--- config.mk ---
export PLATFORM = sky130hd
export DESIGN_NAME = std_packet_fifo
export DESIGN_NICKNAME = d
export VERILOG_FILES = /design/src/rtl/std_packet_fifo_pkg.sv /design/src/rtl/std_packet_fifo_ctrl.sv /design/src/rtl/std_packet_fifo.sv
export SDC_FILE = /design/constraint.sdc
export NUM_CORES = 1
export LEC_CHECK = 0
export CORE_AREA = 3 3 122 124
export CTS_BUF_LIST = sky130_fd_sc_hd__clkbuf_4
export DETAILED_ROUTE_END_ITERATION = 10
export DIE_AREA = 0 0 125 127
export GPL_ROUTABILITY_DRIVEN = 1
export PLACE_DENSITY_LB_ADDON = 0.1
export SYNTH_ARGS = -nofsm -noshare
export SYNTH_HDL_FRONTEND = slang
export SYNTH_SLANG_ARGS = --single-unit
--- constraint.sdc ---
create_clock -name i_clk -period 3.47 [get_ports i_clk]
set_input_delay 0.347 -clock i_clk [delete_from_list [all_inputs] [get_ports i_clk]]
set_output_delay 0.347 -clock i_clk [all_outputs]
set_load 0.02 [all_outputs]
--- src/rtl/std_packet_fifo_pkg.sv ---
// -----------------------------------------------------------------------------
// std_packet_fifo_pkg
//
// Shared types and helpers for the packet FIFO.
//
// Pointers are laid out as {wrap, index}. The index counts modulo DEPTH, and
// DEPTH need not be a power of two. The helpers take the index width and the
// depth as arguments, so a single package serves every instance. Pointer
// values are passed in a 32-bit container, and callers cast back to their own
// pointer width.
// -----------------------------------------------------------------------------
package std_packet_fifo_pkg;

    // Wide container for pointers of any instance width.
    typedef logic [31:0] ptr_max_t;
    // Wide container for word distances / counts before sizing to a port.
    typedef logic [31:0] cnt_max_t;

    // Write-side state: accepting words, or discarding an overflowed packet.
    typedef enum logic {
        WR_OK  = 1'b0,
        WR_BAD = 1'b1
    } wr_state_t;

    function automatic ptr_max_t ptr_index(input ptr_max_t p, input int unsigned idx_w);
        return p & ((ptr_max_t'(1) << idx_w) - ptr_max_t'(1));
    endfunction

    function automatic logic ptr_wrap(input ptr_max_t p, input int unsigned idx_w);
        ptr_max_t shifted;
        shifted = p >> idx_w;
        return shifted[0];
    endfunction

    // Advance a pointer by one slot. Past DEPTH-1, the index returns to 0 and
    // the wrap bit toggles.
    function automatic ptr_max_t ptr_next(input ptr_max_t p, input int unsigned idx_w,
                                          input int unsigned depth);
        ptr_max_t idx;
        logic     wrap;
        idx  = ptr_index(p, idx_w);
        wrap = ptr_wrap(p, idx_w);
        if (idx == ptr_max_t'(depth - 1)) begin
            idx  = '0;
            wrap = ~wrap;
        end else begin
            idx = idx + ptr_max_t'(1);
        end
        return (ptr_max_t'(wrap) << idx_w) | idx;
    endfunction

    // Return a - b in words, where a is at or ahead of b. When the wrap bits
    // differ, a has wrapped past the end of storage once more than b has.
    function automatic cnt_max_t ptr_distance(input ptr_max_t a, input ptr_max_t b,
                                              input int unsigned idx_w,
                                              input int unsigned depth);
        if (ptr_wrap(a, idx_w) == ptr_wrap(b, idx_w))
            return ptr_index(a, idx_w) - ptr_index(b, idx_w);
        else
            return cnt_max_t'(depth) + ptr_index(a, idx_w) - ptr_index(b, idx_w);
    endfunction

endpackage

--- src/rtl/std_packet_fifo_ctrl.sv ---
// -----------------------------------------------------------------------------
// std_packet_fifo_ctrl
//
// Pointer, packet-count and flag control for std_packet_fifo.
//
// Ports:
//   i_clk, i_rst      clock; asynchronous active-low reset
//   i_clear           synchronous clear of all pointers, counts and bad state
//   i_push, i_last    write request / last word of packet
//   i_drop            abort the packet being written
//   i_pop             read request
//   i_rd_last         'last' bit stored at the read pointer
//   o_wr_en, o_wr_idx storage write strobe and slot
//   o_rd_idx          storage read slot
//   o_full, o_almost_full, o_empty, o_overflow   registered status
//   o_word_count, o_packet_count                 registered counts
// -----------------------------------------------------------------------------
module std_packet_fifo_ctrl
    import std_packet_fifo_pkg::*;
#(
    parameter  int unsigned DEPTH       = 16,
    parameter  int unsigned MAX_PACKETS = DEPTH,
    parameter  int unsigned THRESHOLD   = DEPTH - 1,
    localparam int unsigned IDX_W       = $clog2(DEPTH),
    localparam int unsigned WC_W        = $clog2(DEPTH + 1),
    localparam int unsigned PC_W        = $clog2(MAX_PACKETS + 1)
) (
    input  logic             i_clk,
    input  logic             i_rst,
    input  logic             i_clear,
    input  logic             i_push,
    input  logic             i_last,
    input  logic             i_drop,
    input  logic             i_pop,
    input  logic             i_rd_last,
    output logic             o_wr_en,
    output logic [IDX_W-1:0] o_wr_idx,
    output logic [IDX_W-1:0] o_rd_idx,
    output logic             o_full,
    output logic             o_almost_full,
    output logic             o_overflow,
    output logic             o_empty,
    output logic [WC_W-1:0]  o_word_count,
    output logic [PC_W-1:0]  o_packet_count
);

    localparam int unsigned PTR_W = IDX_W + 1;
    typedef logic [PTR_W-1:0] ptr_t;

    ptr_t            wr_ptr, cmt_ptr, rd_ptr;
    ptr_t            wr_ptr_nxt, cmt_ptr_nxt, rd_ptr_nxt;
    wr_state_t       state, state_nxt;
    logic [PC_W-1:0] pkt_cnt, pkt_cnt_nxt;
    logic            overflow_nxt;
    logic            wr_en;
    logic            push_ok, pop_ok, in_progress;
    logic            commit, release_pkt;
    cnt_max_t        used_nxt, words_nxt;

    function automatic ptr_t inc(input ptr_t p);
        return ptr_t'(ptr_next(ptr_max_t'(p), IDX_W, DEPTH));
    endfunction

    // NOTE: every signal driven here gets a default before any branch, so no
    // path leaves a value unassigned and no latch is inferred.
    always_comb begin
        wr_ptr_nxt   = wr_ptr;
        cmt_ptr_nxt  = cmt_ptr;
        rd_ptr_nxt   = rd_ptr;
        state_nxt    = state;
        overflow_nxt = 1'b0;
        wr_en        = 1'b0;
        commit       = 1'b0;
        release_pkt  = 1'b0;

        // Use the registered flags, so space freed by a pop this cycle
        // becomes usable only on the next cycle.
        push_ok     = i_push && !o_full;
        pop_ok      = i_pop && !o_empty;
        in_progress = (wr_ptr != cmt_ptr);

        if (state == WR_OK) begin
            if (i_drop) begin
                // i_drop overrides a push in the same cycle, i_last included.
                wr_ptr_nxt = cmt_ptr;
            end else if (push_ok) begin
                wr_en      = 1'b1;
                wr_ptr_nxt = inc(wr_ptr);
                if (i_last) begin
                    cmt_ptr_nxt = inc(wr_ptr);
                    commit      = 1'b1;
                end
            end else if (i_push && in_progress) begin
                // The packet cannot fit. Discard it now if this was its last
                // word; otherwise ignore writes until it ends.
                if (i_last) begin
                    wr_ptr_nxt   = cmt_ptr;
                    overflow_nxt = 1'b1;
                end else begin
                    state_nxt = WR_BAD;
                end
            end
        end else begin
            if (i_drop) begin
                wr_ptr_nxt = cmt_ptr;
                state_nxt  = WR_OK;
            end else if (i_push && i_last) begin
                wr_ptr_nxt   = cmt_ptr;
                state_nxt    = WR_OK;
                overflow_nxt = 1'b1;
            end
        end

        if (pop_ok) begin
            rd_ptr_nxt  = inc(rd_ptr);
            release_pkt = i_rd_last;
        end

        pkt_cnt_nxt = pkt_cnt + PC_W'(commit) - PC_W'(release_pkt);

        if (i_clear) begin
            wr_ptr_nxt   = '0;
            cmt_ptr_nxt  = '0;
            rd_ptr_nxt   = '0;
            state_nxt    = WR_OK;
            overflow_nxt = 1'b0;
            wr_en        = 1'b0;
            pkt_cnt_nxt  = '0;
        end

        // The flags are computed from next-state values, so the registered
        // outputs always describe the state after the edge.
        used_nxt  = ptr_distance(ptr_max_t'(wr_ptr_nxt), ptr_max_t'(rd_ptr_nxt), IDX_W, DEPTH);
        words_nxt = ptr_distance(ptr_max_t'(cmt_ptr_nxt), ptr_max_t'(rd_ptr_nxt), IDX_W, DEPTH);
    end

    // NOTE: sequential state uses non-blocking assignments only, so every
    // register samples the values from before the edge.
    always_ff @(posedge i_clk or negedge i_rst) begin
        if (!i_rst) begin
            wr_ptr        <= '0;
            cmt_ptr       <= '0;
            rd_ptr        <= '0;
            state         <= WR_OK;
            pkt_cnt       <= '0;
            o_full        <= 1'b0;
            o_almost_full <= 1'b0;
            o_overflow    <= 1'b0;
            o_empty       <= 1'b1;
            o_word_count  <= '0;
        end else begin
            wr_ptr        <= wr_ptr_nxt;
            cmt_ptr       <= cmt_ptr_nxt;
            rd_ptr        <= rd_ptr_nxt;
            state         <= state_nxt;
            pkt_cnt       <= pkt_cnt_nxt;
            o_full        <= (used_nxt >= DEPTH) || (pkt_cnt_nxt == PC_W'(MAX_PACKETS));
            o_almost_full <= (used_nxt >= THRESHOLD);
            o_overflow    <= overflow_nxt;
            o_empty       <= (pkt_cnt_nxt == '0);
            o_word_count  <= WC_W'(words_nxt);
        end
    end

    assign o_packet_count = pkt_cnt;
    assign o_wr_en        = wr_en;
    assign o_wr_idx       = wr_ptr[IDX_W-1:0];
    assign o_rd_idx       = rd_ptr[IDX_W-1:0];

endmodule

--- src/rtl/std_packet_fifo.sv ---
// -----------------------------------------------------------------------------
// std_packet_fifo
//
// Packet-aware synchronous FIFO. Words are written speculatively and become
// visible to the reader only after the packet's last word is committed. A
// packet can be dropped while it is being written. A packet that overflows is
// discarded automatically, and o_overflow pulses.
//
// Ports:
//   i_clk, i_rst        clock; asynchronous active-low reset
//   i_clear             synchronous clear (storage contents are kept)
//   i_push, i_data, i_last, i_drop   write side
//   o_full, o_almost_full, o_overflow write-side status
//   i_pop               read request
//   o_empty, o_data, o_last          read side (first-word fall-through)
//   o_word_count        committed, unread words
//   o_packet_count      committed packets not fully read
// -----------------------------------------------------------------------------
module std_packet_fifo
    import std_packet_fifo_pkg::*;
#(
    parameter  int unsigned WIDTH       = 8,
    parameter  type         TYPE        = logic [WIDTH-1:0],
    parameter  int unsigned DEPTH       = 16,
    parameter  int unsigned MAX_PACKETS = DEPTH,
    parameter  int unsigned THRESHOLD   = DEPTH - 1,
    localparam int unsigned IDX_W       = $clog2(DEPTH),
    localparam int unsigned WC_W        = $clog2(DEPTH + 1),
    localparam int unsigned PC_W        = $clog2(MAX_PACKETS + 1)
) (
    input  logic            i_clk,
    input  logic            i_rst,
    input  logic            i_clear,
    input  logic            i_push,
    input  TYPE             i_data,
    input  logic            i_last,
    input  logic            i_drop,
    output logic            o_full,
    output logic            o_almost_full,
    output logic            o_overflow,
    input  logic            i_pop,
    output logic            o_empty,
    output TYPE             o_data,
    output logic            o_last,
    output logic [WC_W-1:0] o_word_count,
    output logic [PC_W-1:0] o_packet_count
);

    typedef struct packed {
        TYPE  data;
        logic last;
    } entry_t;

    entry_t           mem [DEPTH];
    entry_t           rd_entry;
    logic             wr_en;
    logic [IDX_W-1:0] wr_idx, rd_idx;

    std_packet_fifo_ctrl #(
        .DEPTH       (DEPTH),
        .MAX_PACKETS (MAX_PACKETS),
        .THRESHOLD   (THRESHOLD)
    ) u_ctrl (
        .i_clk          (i_clk),
        .i_rst          (i_rst),
        .i_clear        (i_clear),
        .i_push         (i_push),
        .i_last         (i_last),
        .i_drop         (i_drop),
        .i_pop          (i_pop),
        .i_rd_last      (rd_entry.last),
        .o_wr_en        (wr_en),
        .o_wr_idx       (wr_idx),
        .o_rd_idx       (rd_idx),
        .o_full         (o_full),
        .o_almost_full  (o_almost_full),
        .o_overflow     (o_overflow),
        .o_empty        (o_empty),
        .o_word_count   (o_word_count),
        .o_packet_count (o_packet_count)
    );

    // NOTE: the storage array is deliberately not reset. The pointers decide
    // what is visible, so resetting every entry would only cost logic.
    always_ff @(posedge i_clk) begin
        if (wr_en)
            mem[wr_idx] <= '{data: i_data, last: i_last};
    end

    assign rd_entry = mem[rd_idx];

    // Mask the read port while empty. Reset and clear then show zeros even
    // though stale words remain in storage.
    assign o_data = o_empty ? TYPE'(0) : rd_entry.data;
    assign o_last = !o_empty && rd_entry.last;

endmodule

==> results.toml, run 1 <==
[drt]
routed_wl_um = 16160
drtIter0Drc = 356
wl_per_cell_um = 21.26
vias_per_cell = 5.813
drc = 0
drt.antenna.violating_nets = 0
first_pass_iters = 4
num_vias = 4418

[sta]
hold_viol = 0
fin_crit_ns = 3.348
hold-worst-slack_ns = 0.1166
fmax_mhz = 298.7
maxSlewHeadroom_pct = 57.17
finClkSkew_ns = 0.02616
drv_slew = 0
min_period_over_period_pct = 96.47
setup_viol_count_final = 0
tightest_slew_ns = 0.6381

[global_routing]
grt_usage_pct = 21.45
grt_pass1_wl_um = 25780
grt_max_degree = 32
antenna_found_initial = 1
grt-ovfl-total = 0
grt_pass1_vias = 4689

[critical_path]
ff2ff_setup_slack_ns = 0.12
path_max_fanout = 5
r2r_end = "u_ctrl.o_full"
crit_required_ns = 3.95
crit_path_start = "u_ctrl.rd_ptr[0]"
arrival_ns = 3.82
cp-end-kind = "flop"
startpoint_type = "flop"
r2r_start = "u_ctrl.rd_ptr[0]"
reg2regPathDepth = 12
crit_type = "flop to flop"

[clocking]
numClockSinks = 174
cts_tree = "yes"
cts_buffers = 17
clockBufferDepth = 2
cts.clk_slew.worst_paths_ns = 0.15
root_buffer = "clkbuf_4"
cts_hold_repair.buffers = 0
insertion_delay_ns = 0.53
ctsHtreeMaxLevel = 4

[yosys]
synthesis.area_sq_um = 7692
synth_cells = 473
synth_edf_count = 144
synth_cell_types = 56
ys_seq_area_share_pct = 65.99
ys_seq_elements = 174
yosys_warnings = 0
synth-main-ff-cell = "edfxtp_1"
avgSynthCellArea_sq_um = 16.26
syn-num-nets = 510
synthArstFlopShare_pct = 17.24

[die]
start_util_pct = 55.42
die_area_sq_um = 15880
dieHeight_um = 127
row_count = 43
coreArea_sq_um = 13880
dieWidth_um = 125
ios = 38

[run_status]
status = "finished, final reports clean"

[cells_and_area]
drive_gt1_share_pct = 23.32
area_growth_pct = 16.20
fin_nets = 603

[power_and_ir_drop]
p_leak_nw = 3.189
peakVddDrop_v = 0.0003676
power.density_nw_per_um2 = 556.4
power_mw = 4.973

[flow_run]
drv_cap = 0

[placed_design]
dp_hpwl_um = 11220
routabilityCongestion = 0.8474
port_buffers = 37

[hold_path]
hold_class = "input port to async pin"
## through the flow
stage	cell area [sq um]	utilization [%]	setup slack (ns)	setup TNS, ns	cells
final	8939	64.40	0.1225	0	760
after detailed placement	8591	61.89	-0.003185	-0.003185	724
after global routing	8939	64.40	-0.02344	-0.02770	760
after floorplan	7692	-	0.2349	0	473
after global placement	8591	61.89	0.06925	0	724
after CTS	8882	63.99	0.01241	0	756
## power breakdown
part,internal [mW],switching (mW)
clock network,0.438,0.692
logic,0.689,0.705
registers,2.36,0.0921
total,3.48,1.49
## state kept, by name, indices dropped and copies added, names as in the netlist
name,cells
u_ctrl.rd_ptr,5
u_ctrl.o_full,1
u_ctrl.o_empty,1
u_ctrl.o_almost_full,1
u_ctrl.o_packet_count,5
u_ctrl.o_overflow,1
mem,144
u_ctrl.wr_ptr,5
u_ctrl.cmt_ptr,5
u_ctrl.o_word_count,5
u_ctrl.state,1
## how the worst max path moves through the flow
stage / end / slack, ns / depth (start not counted)
after floorplan: u_ctrl.o_full / 0.23 / 12
after global placement: u_ctrl.o_almost_full / 0.07 / 13
after detailed placement: u_ctrl.o_almost_full / -0.003 / 13
after CTS: u_ctrl.o_full / 0.01 / 12
after global routing: u_ctrl.o_full / -0.02 / 12
final: u_ctrl.o_full / 0.12 / 12
## what timing repair did
item / CTS / global route
endpoints found under the hold margin: 0 / 0
pin swaps: 0 / 5
setup buffers: 0 / 3
setup endpoints to repair: 2 / 3
gates resized for setup: 1 / 12
## cells in the mapped netlist (5+ instances only)
cell,instances,area share [%]
nor2b_1,5,0.41
inv_1,26,1.3
mux4_1,12,4.1
mux2i_1,6,0.78
a21oi_1,24,1.6
ha_1,19,3.1
clkbuf_1,7,0.34
a22oi_1,17,1.7
xnor2_1,10,1.1
nor2_1,23,1.1
o21ai_0,7,0.46
edfxtp_1,144,56
a21o_1,6,0.59
nor3_1,8,0.52
mux4_2,24,7.0
buf_2,10,0.65
xor2_1,9,1.0
nand2_1,21,1.0
dfrtp_1,29,9.4
or2_2,5,0.41
## routing by layer
layer  GRT usage, %  vias up  part of all wire, %
met5              0        -                    0
met4          8.099        0                  1.9
met3          4.390       21                  4.1
met2          37.36      101                   54
met1          26.84     2255                   40
li1               -     2041                    -
## cells by family after synthesis
logic type,after synthesis,share of synthesized area [%]
xor+xnor,19,2.163
flops,174,65.99
buf+inv,47,2.798
fa+ha+maj,22,3.871
mux,42,11.91
compound gates,80,7.222
simple gates,89,6.051
## worst max-delay path, cell delays in order (launching register included)
cell and delay [ns]:
dfrtp_2 0.48, mux4_2 0.52, a22o_1 0.27, a221oi_4 0.24
nor2_1 0.08, ha_1 0.28, inv_1 0.04, ha_2 0.19
fa_2 0.39, xnor2_2 0.15, nor2_2 0.06, or4_1 0.47
o21ai_1 0.12
## cell usage in the layout (no fill, tap or decap), drive strengths merged, types with 3 or more instances in the layout
cell type and instances:
and2 3, mux4 36, edfxtp 144, nor3 8
ha 19, dfrtp 29, fa 3, a21oi 26
a211oi 4, xnor2 10, and3 3, nor2 23
nand2 21, nor2b 6, nand3 5, or2 5
a31oi 4, a22oi 17, inv 31, nand2b 4
a21o 6, clkbuf 17, o21ai 7, clkdlybuf4s50 37
clkinvlp 4, clkinv 4, mux2i 6, buf 58
xor2 9, nor4 3
## area by class of cell
| type | count | area, sq um |
|---|---|---|
| clock buffers | 17 | 127.6 |
| well taps | 180 | 225.2 |
| diodes | 1 | 2.502 |
| repair buffers | 95 | 817.0 |
| flip-flops and latches | 174 | 5079 |
| inverters | 26 | 97.59 |
| clock inverters | 15 | 160.2 |
| multi-input cells | 252 | 2430 |
| fillers | 1025 | 4942 |
No activity file was read; power rests on OpenSTA's default activity.
==> inputs of run 2 (changes only) <==
Settings changed: CORE_AREA 3 3 122 124 to 3 3 119 121, DIE_AREA 0 0 125 127 to 0 0 122 124, DONT_BUFFER_PORTS from default to 1.
==> run 2 against run 1 <==
  * Sequential cell count is the same
  * Setup slack gained 0.0097 ns
  * Clock skew shrank 0.010 ns
  * Global-route usage increased by 1.9 points
  * Highest routed layer unchanged
==> results.toml, run 2 (synthesized netlist as in run 1, its figures left out) <==
[placed_design]
dp_hpwl_um = 10950
dp_cells = 669
routabilityCongestion = 0.9198
port_buffers = 0
post-place-ws_ns = 0.03312

[critical_path]
crit_type = "flop to flop"
cp_cell_sequence = "mux4_2 -> a22o_1 -> a221oi_2 -> nor2_1 -> ha_1 -> inv_1 -> ha_2 -> fa_2 -> xnor2_1 -> nor2_1 -> dlygate4sd3_1"
arrival_ns = 3.78
slowest_delay_ns = 0.58
cp_top_family = "adder cells"
cp-end-kind = "flop"
cp_num_buf_inv = 2
crit_top_cell = "nor2_1"
worst_path_max_delay_cell = "dlygate4sd3_1"
crit_required_ns = 3.91
startpoint_type = "flop"
path_max_fanout = 6

[die]
die_area_sq_um = 15130
dieWidth_um = 122
ios = 38
coreArea_sq_um = 13190
dieHeight_um = 124
start_util_pct = 58.32
row_count = 42

[sta]
tightest_slew_ns = 0.6223
hold-worst-slack_ns = 0.04744
finClkSkew_ns = 0.01583
drv_slew = 0
rsz0062_at_grt = "yes"
fin_crit_ns = 3.338
fmax_mhz = 299.6
maxSlewHeadroom_pct = 58.37
fin_ws_ns = 0.1322
setup_viol_count_final = 0
min_period_over_period_pct = 96.19
hold_viol = 0

[cells_and_area]
regMostFlops = "mem"
area_growth_pct = 13.79
mostFrequentLayoutCell = "edfxtp_1"
drive_gt1_share_pct = 21.40
largest_register_ffs = 144
fillCellCount = 954
stdcell_count = 732
fin_nets = 581
final_cell_mix = "edfxtp_1, buf_4, dfrtp_1"
antenna_cells = 0

[power_and_ir_drop]
peakVddDrop_v = 0.0004465
p_leak_nw = 3.142
power.density_nw_per_um2 = 552.0
power_mw = 4.832

[clocking]
clockBufferDepth = 2
ctsHtreeMaxLevel = 4
root_buffer = "clkbuf_4"
insertion_delay_ns = 0.54
cts.clk_slew.worst_paths_ns = 0.13
numClockSinks = 174
cts_buffers = 17
cts_tree = "yes"

[drt]
vias_per_cell = 6.045
drc = 0
num_vias = 4425
drt.antenna.violating_nets = 0
routed_wl_um = 16490
wl_per_cell_um = 22.53
first_pass_iters = 7
drtIter0Drc = 469

[run_status]
status = "finished, final reports clean"

[global_routing]
grt_pass1_wl_um = 25420
antenna_found_initial = 0
grt_max_degree = 31
grt-ovfl-total = 0
grt_usage_pct = 23.37
grt_pass1_vias = 4532

[flow_run]
drv_cap = 0

[hold_path]
hold_class = "input port to flop"
run 2: metal layers:
| metal | vias to the layer above | global-route usage (%) | part of all wire [%] |
|---|---|---|---|
| met2 | 171 | 40.23 | 52 |
| met3 | 25 | 6.085 | 5.9 |
| li1 | 1998 | - | - |
| met4 | 0 | 7.633 | 2.3 |
| met1 | 2231 | 29.24 | 40 |
| met5 | - | 0 | 0 |
run 2: per-stage QoR:
| stage | setup TNS, ns | util (%) | area [sq um] |
|---|---|---|---|
| 2_1_floorplan | 0 | - | 7692 |
| 3_3_place_gp | 0 | 61.49 | 8110 |
| 3_5_place_dp | 0 | 61.49 | 8110 |
| 4_1_cts | 0 | 66.01 | 8707 |
| 5_1_grt | -0.1058 | 66.36 | 8753 |
| 6_report | 0 | 66.36 | 8753 |
run 2: layout make-up:
type / count / area [sq um] / share of cell area, %
Inverter: 26 / 97.59 / 1.115
Clock inverter: 13 / 171.4 / 1.958
Sequential cell: 174 / 5077 / 58.00
Multi-Input combinational cell: 252 / 2424 / 27.69
Clock buffer: 18 / 135.1 / 1.544
Tap cell: 176 / 220.2 / 2.516
Timing Repair Buffer: 73 / 628.1 / 7.176
run 2: power breakdown:
part	internal, mW	switching (mW)
sequential	2.36	0.156
clock	0.569	0.647
combinational	0.518	0.587
run 2: path summary, 6_finish.rpt:
kind / startpoint / end / slack (ns) / depth (start not counted)
hold / removal: i_clear / u_ctrl.wr_ptr[4] / 0.05 / 2
hold reg to reg: u_ctrl.cmt_ptr[4] / u_ctrl.cmt_ptr[4] / 0.77 / 2
min in group asynchronous: i_rst / u_ctrl.state / 0.21 / 2
setup / recovery: u_ctrl.rd_ptr[0] / u_ctrl.o_packet_count[2] / 0.13 / 11
max in group asynchronous: i_rst / u_ctrl.o_empty / 3.01 / 2
setup reg to reg: u_ctrl.rd_ptr[0] / u_ctrl.o_packet_count[2] / 0.13 / 11
run 2: timing repair:
item	in CTS	in global routing
setup endpoints to repair	0	7
hold buffers	28	0
hold endpoints to repair	195	0
resized for setup	0	9
buffers inserted	0	4
==> inputs of run 3 (changes only) <==
Settings changed: ABC_AREA from default to 1, CORE_AREA 3 3 119 121 to 3 3 167 169, DIE_AREA 0 0 122 124 to 0 0 170 172, PLACE_DENSITY_LB_ADDON 0.1 to default.
==> run 3 against run 2 <==
  * Clock skew grew 0.0090 ns
  * Combinational power grew 5%
  * Final cell count grew 52%
  * Worst hold slack gained 0.0079 ns
  * Critical path type unchanged
  * Critical endpoint is now u_ctrl.o_almost_full
==> results.toml, run 3 <==
[run_status]
status = "finished, final reports clean"

[global_routing]
antenna_found_initial = 0
grt_pass1_wl_um = 30170
grt_pass1_vias = 5324
grt_max_degree = 53
grt_usage_pct = 13.51
grt-ovfl-total = 0

[sta]
fin_crit_ns = 3.078
fin_ws_ns = 0.3921
setup_viol_count_final = 0
fmax_mhz = 324.9
finClkSkew_ns = 0.02483
hold_viol = 0
maxSlewHeadroom_pct = 39.55
min_period_over_period_pct = 88.70
drv_slew = 0
tightest_slew_ns = 0.9034
rsz0062_at_grt = "no"
tns_ns = 0

[placed_design]
port_buffers = 0
routabilityCongestion = 0.8621
dp_hpwl_um = 12170
post-place-ws_ns = 0.4667

[yosys]
synth_adder_area_share_pct = 3.760
synth_top_family_by_area = "simple AND/OR/NAND/NOR gates"
avgSynthCellArea_sq_um = 10.69
yosysMostFrequentCell = "nor2_1"
yosys_warnings = 0
synth_cell_types = 35
ys_seq_elements = 174
synthesis.area_sq_um = 7920
synthArstFlopShare_pct = 17.24
syn-num-nets = 778
ys_seq_area_share_pct = 64.09
synth_cells = 741
synth_xor_area_share_pct = 1.106
synth-main-ff-cell = "edfxtp_1"
ys_top_cells_by_area = "edfxtp_1, dfrtp_1, nor2_1"
synth_commonest_cells = "nor2_1, edfxtp_1, nand2_1, o21ai_0"
yosysTopAreaCell = "edfxtp_1"
synthMuxAreaShare_pct = 0
synthSimpleGateAreaFrac_pct = 14.60
yosys.area.top_type_share_pct = 54.60
synth_compound_area_share_pct = 11.00
synth_edf_count = 144

[critical_path]
ff2ff_setup_slack_ns = 0.39
cp_num_buf_inv = 0
slowest_delay_ns = 0.46
cp-end-kind = "flop"
cp_cell_sequence = "ha_1 -> nand3_1 -> nand2_1 -> nand2_1 -> nand3_1 -> nand2_1 -> nand3_1 -> ha_1 -> fa_1 -> o21bai_1 -> a21oi_1 -> ha_1 -> nor3_1 -> nand3_1 -> o21ai_0"
crit_top_cell = "nand3_1"
r2r_start = "u_ctrl.wr_ptr[0]"
reg2regPathDepth = 15
crit_required_ns = 3.94
path_max_fanout = 5
path_depth = 15
startpoint_type = "flop"
cp_top_family = "adder cells"
worst_path_max_delay_cell = "dfrtp_1"
arrival_ns = 3.55
crit_type = "flop to flop"
r2r_end = "u_ctrl.o_almost_full"

[drt]
drtIter0Drc = 379
vias_per_cell = 4.803
wl_per_cell_um = 17.15
routed_wl_um = 19080
drc = 0
first_pass_iters = 5
drt.antenna.violating_nets = 0
num_vias = 5346

[power_and_ir_drop]
p_leak_nw = 3.198
p_sw_share_pct = 35.51
power.density_nw_per_um2 = 557.4
power.share.combinational_pct = 24.0
power_mw = 4.845
peakVddDrop_v = 0.0003481
seq_power_share_pct = 53.4
clkPwrFrac_pct = 22.6
p_int_mw = 3.125
p_sw_mw = 1.720

[clocking]
root_buffer = "clkbuf_4"
cts.clk_slew.worst_paths_ns = 0.15
cts_tree = "yes"
numClockSinks = 174
insertion_delay_ns = 0.57
clockBufferDepth = 2
post_cts_buffers = 0
cts_buffers = 17
ctsHtreeMaxLevel = 4

[die]
coreArea_sq_um = 26730
dieHeight_um = 172
row_count = 60
die_area_sq_um = 29240
dieWidth_um = 170
ios = 38
start_util_pct = 29.63

[cells_and_area]
fillCellCount = 2739
postLayoutCoreUtil_pct = 32.53
fin_nets = 797
largest_register_ffs = 144
antenna_cells = 0
drive_gt1_share_pct = 8.679
final_cell_mix = "nor2_1, edfxtp_1, nand2_1"
mostFrequentLayoutCell = "nor2_1"
area_growth_pct = 9.763
regMostFlops = "mem"

[hold_path]
whs_path_depth = 5
whs_endpoint = "u_ctrl.wr_ptr[4]"
min_from = "i_drop"
hold_class = "input port to flop"

[flow_run]
drv_cap = 0
==> run 3: cell types whose count changed after synthesis, moves of 7 or more <==
| cell | delta |
|---|---|
| o21ai_1 | +51 |
| o211ai_1 | +18 |
| xor2_1 | -7 |
| mux4_1 | -12 |
| buf_2 | +7 |
| mux4_2 | -24 |
| nor2_1 | +122 |
| buf_4 | +7 |
| nand3_1 | +23 |
| o21ai_0 | +52 |
| a22oi_1 | -17 |
| inv_1 | +25 |
| nand2_1 | +71 |
==> run 3: kinds of logic after synthesis <==
kind of cell    after synthesis
buf+inv                      91
flops                       174
simple gates                282
compound gates              162
fa+ha+maj                    22
xor+xnor                     10
==> run 3: what timing repair did <==
action | in CTS | in global routing
hold endpoints to repair | 185 | 0
resized for setup | 0 | 1
hold buffers | 14 | 0
setup endpoints to repair | 0 | 1
==> run 3: power by group through the flow <==
| stage | combinational (mW) | sequential [mW] | clock [mW] |
|---|---|---|---|
| 2_1_floorplan | 0.945 | 2.54 | 0 |
| 3_3_place_gp | 1.10 | 2.64 | 0 |
| 3_5_place_dp | 1.11 | 2.64 | 0 |
| 4_1_cts | 1.18 | 2.59 | 1.12 |
| 5_1_grt | 1.33 | 2.60 | 1.22 |
| 6_report | 1.16 | 2.59 | 1.09 |
==> run 3: worst register-to-register path: stages, from the launching register on <==
cell and delay, ns:
dfrtp_1 0.46, ha_1 0.30, nand3_1 0.18, nand2_1 0.12, nand2_1 0.07, nand3_1 0.08
nand2_1 0.06, nand3_1 0.12, ha_1 0.25, fa_1 0.41, o21bai_1 0.16, a21oi_1 0.09
ha_1 0.19, nor3_1 0.18, nand3_1 0.09, o21ai_0 0.22
==> run 3: area by class of cell <==
| type | instances | area, sq um | area share, % |
|---|---|---|---|
| Clock inverter | 12 | 113.9 | 1.310 |
| Tap cell | 341 | 426.7 | 4.908 |
| Sequential cell | 174 | 5079 | 58.42 |
| Inverter | 58 | 222.7 | 2.562 |
| Multi-Input combinational cell | 476 | 2412 | 27.75 |
| Clock buffer | 19 | 142.6 | 1.641 |
| Timing Repair Buffer | 33 | 296.5 | 3.411 |
==> run 3: metrics by stage <==
step,hold slack [ns],cells,area (sq um)
global route,0.01817,1113,8693
floorplan,0.05141,741,7920
detailed placement,0.05210,1068,8283
finish,0.05533,1113,8693
global placement,0.05222,1068,8283
CTS,0.004963,1113,8690
==> run 3: worst max-delay path by stage <==
stage	start	end	slack, ns
final	u_ctrl.wr_ptr[0]	u_ctrl.o_almost_full	0.39
after global routing	u_ctrl.rd_ptr[2]	u_ctrl.o_almost_full	0.02
after CTS	u_ctrl.rd_ptr[1]	o_data[3]	0.17
after detailed placement	u_ctrl.rd_ptr[2]	u_ctrl.o_almost_full	0.47
after global placement	u_ctrl.rd_ptr[2]	u_ctrl.o_almost_full	0.44
after floorplan	u_ctrl.rd_ptr[0]	u_ctrl.o_full	0.81
==> run 3: layer usage <==
layer	share of wire [%]	track usage (%)
met1	45	18.59
met2	49	22.09
met3	5.2	2.652
met4	0.93	3.457
met5	0	0
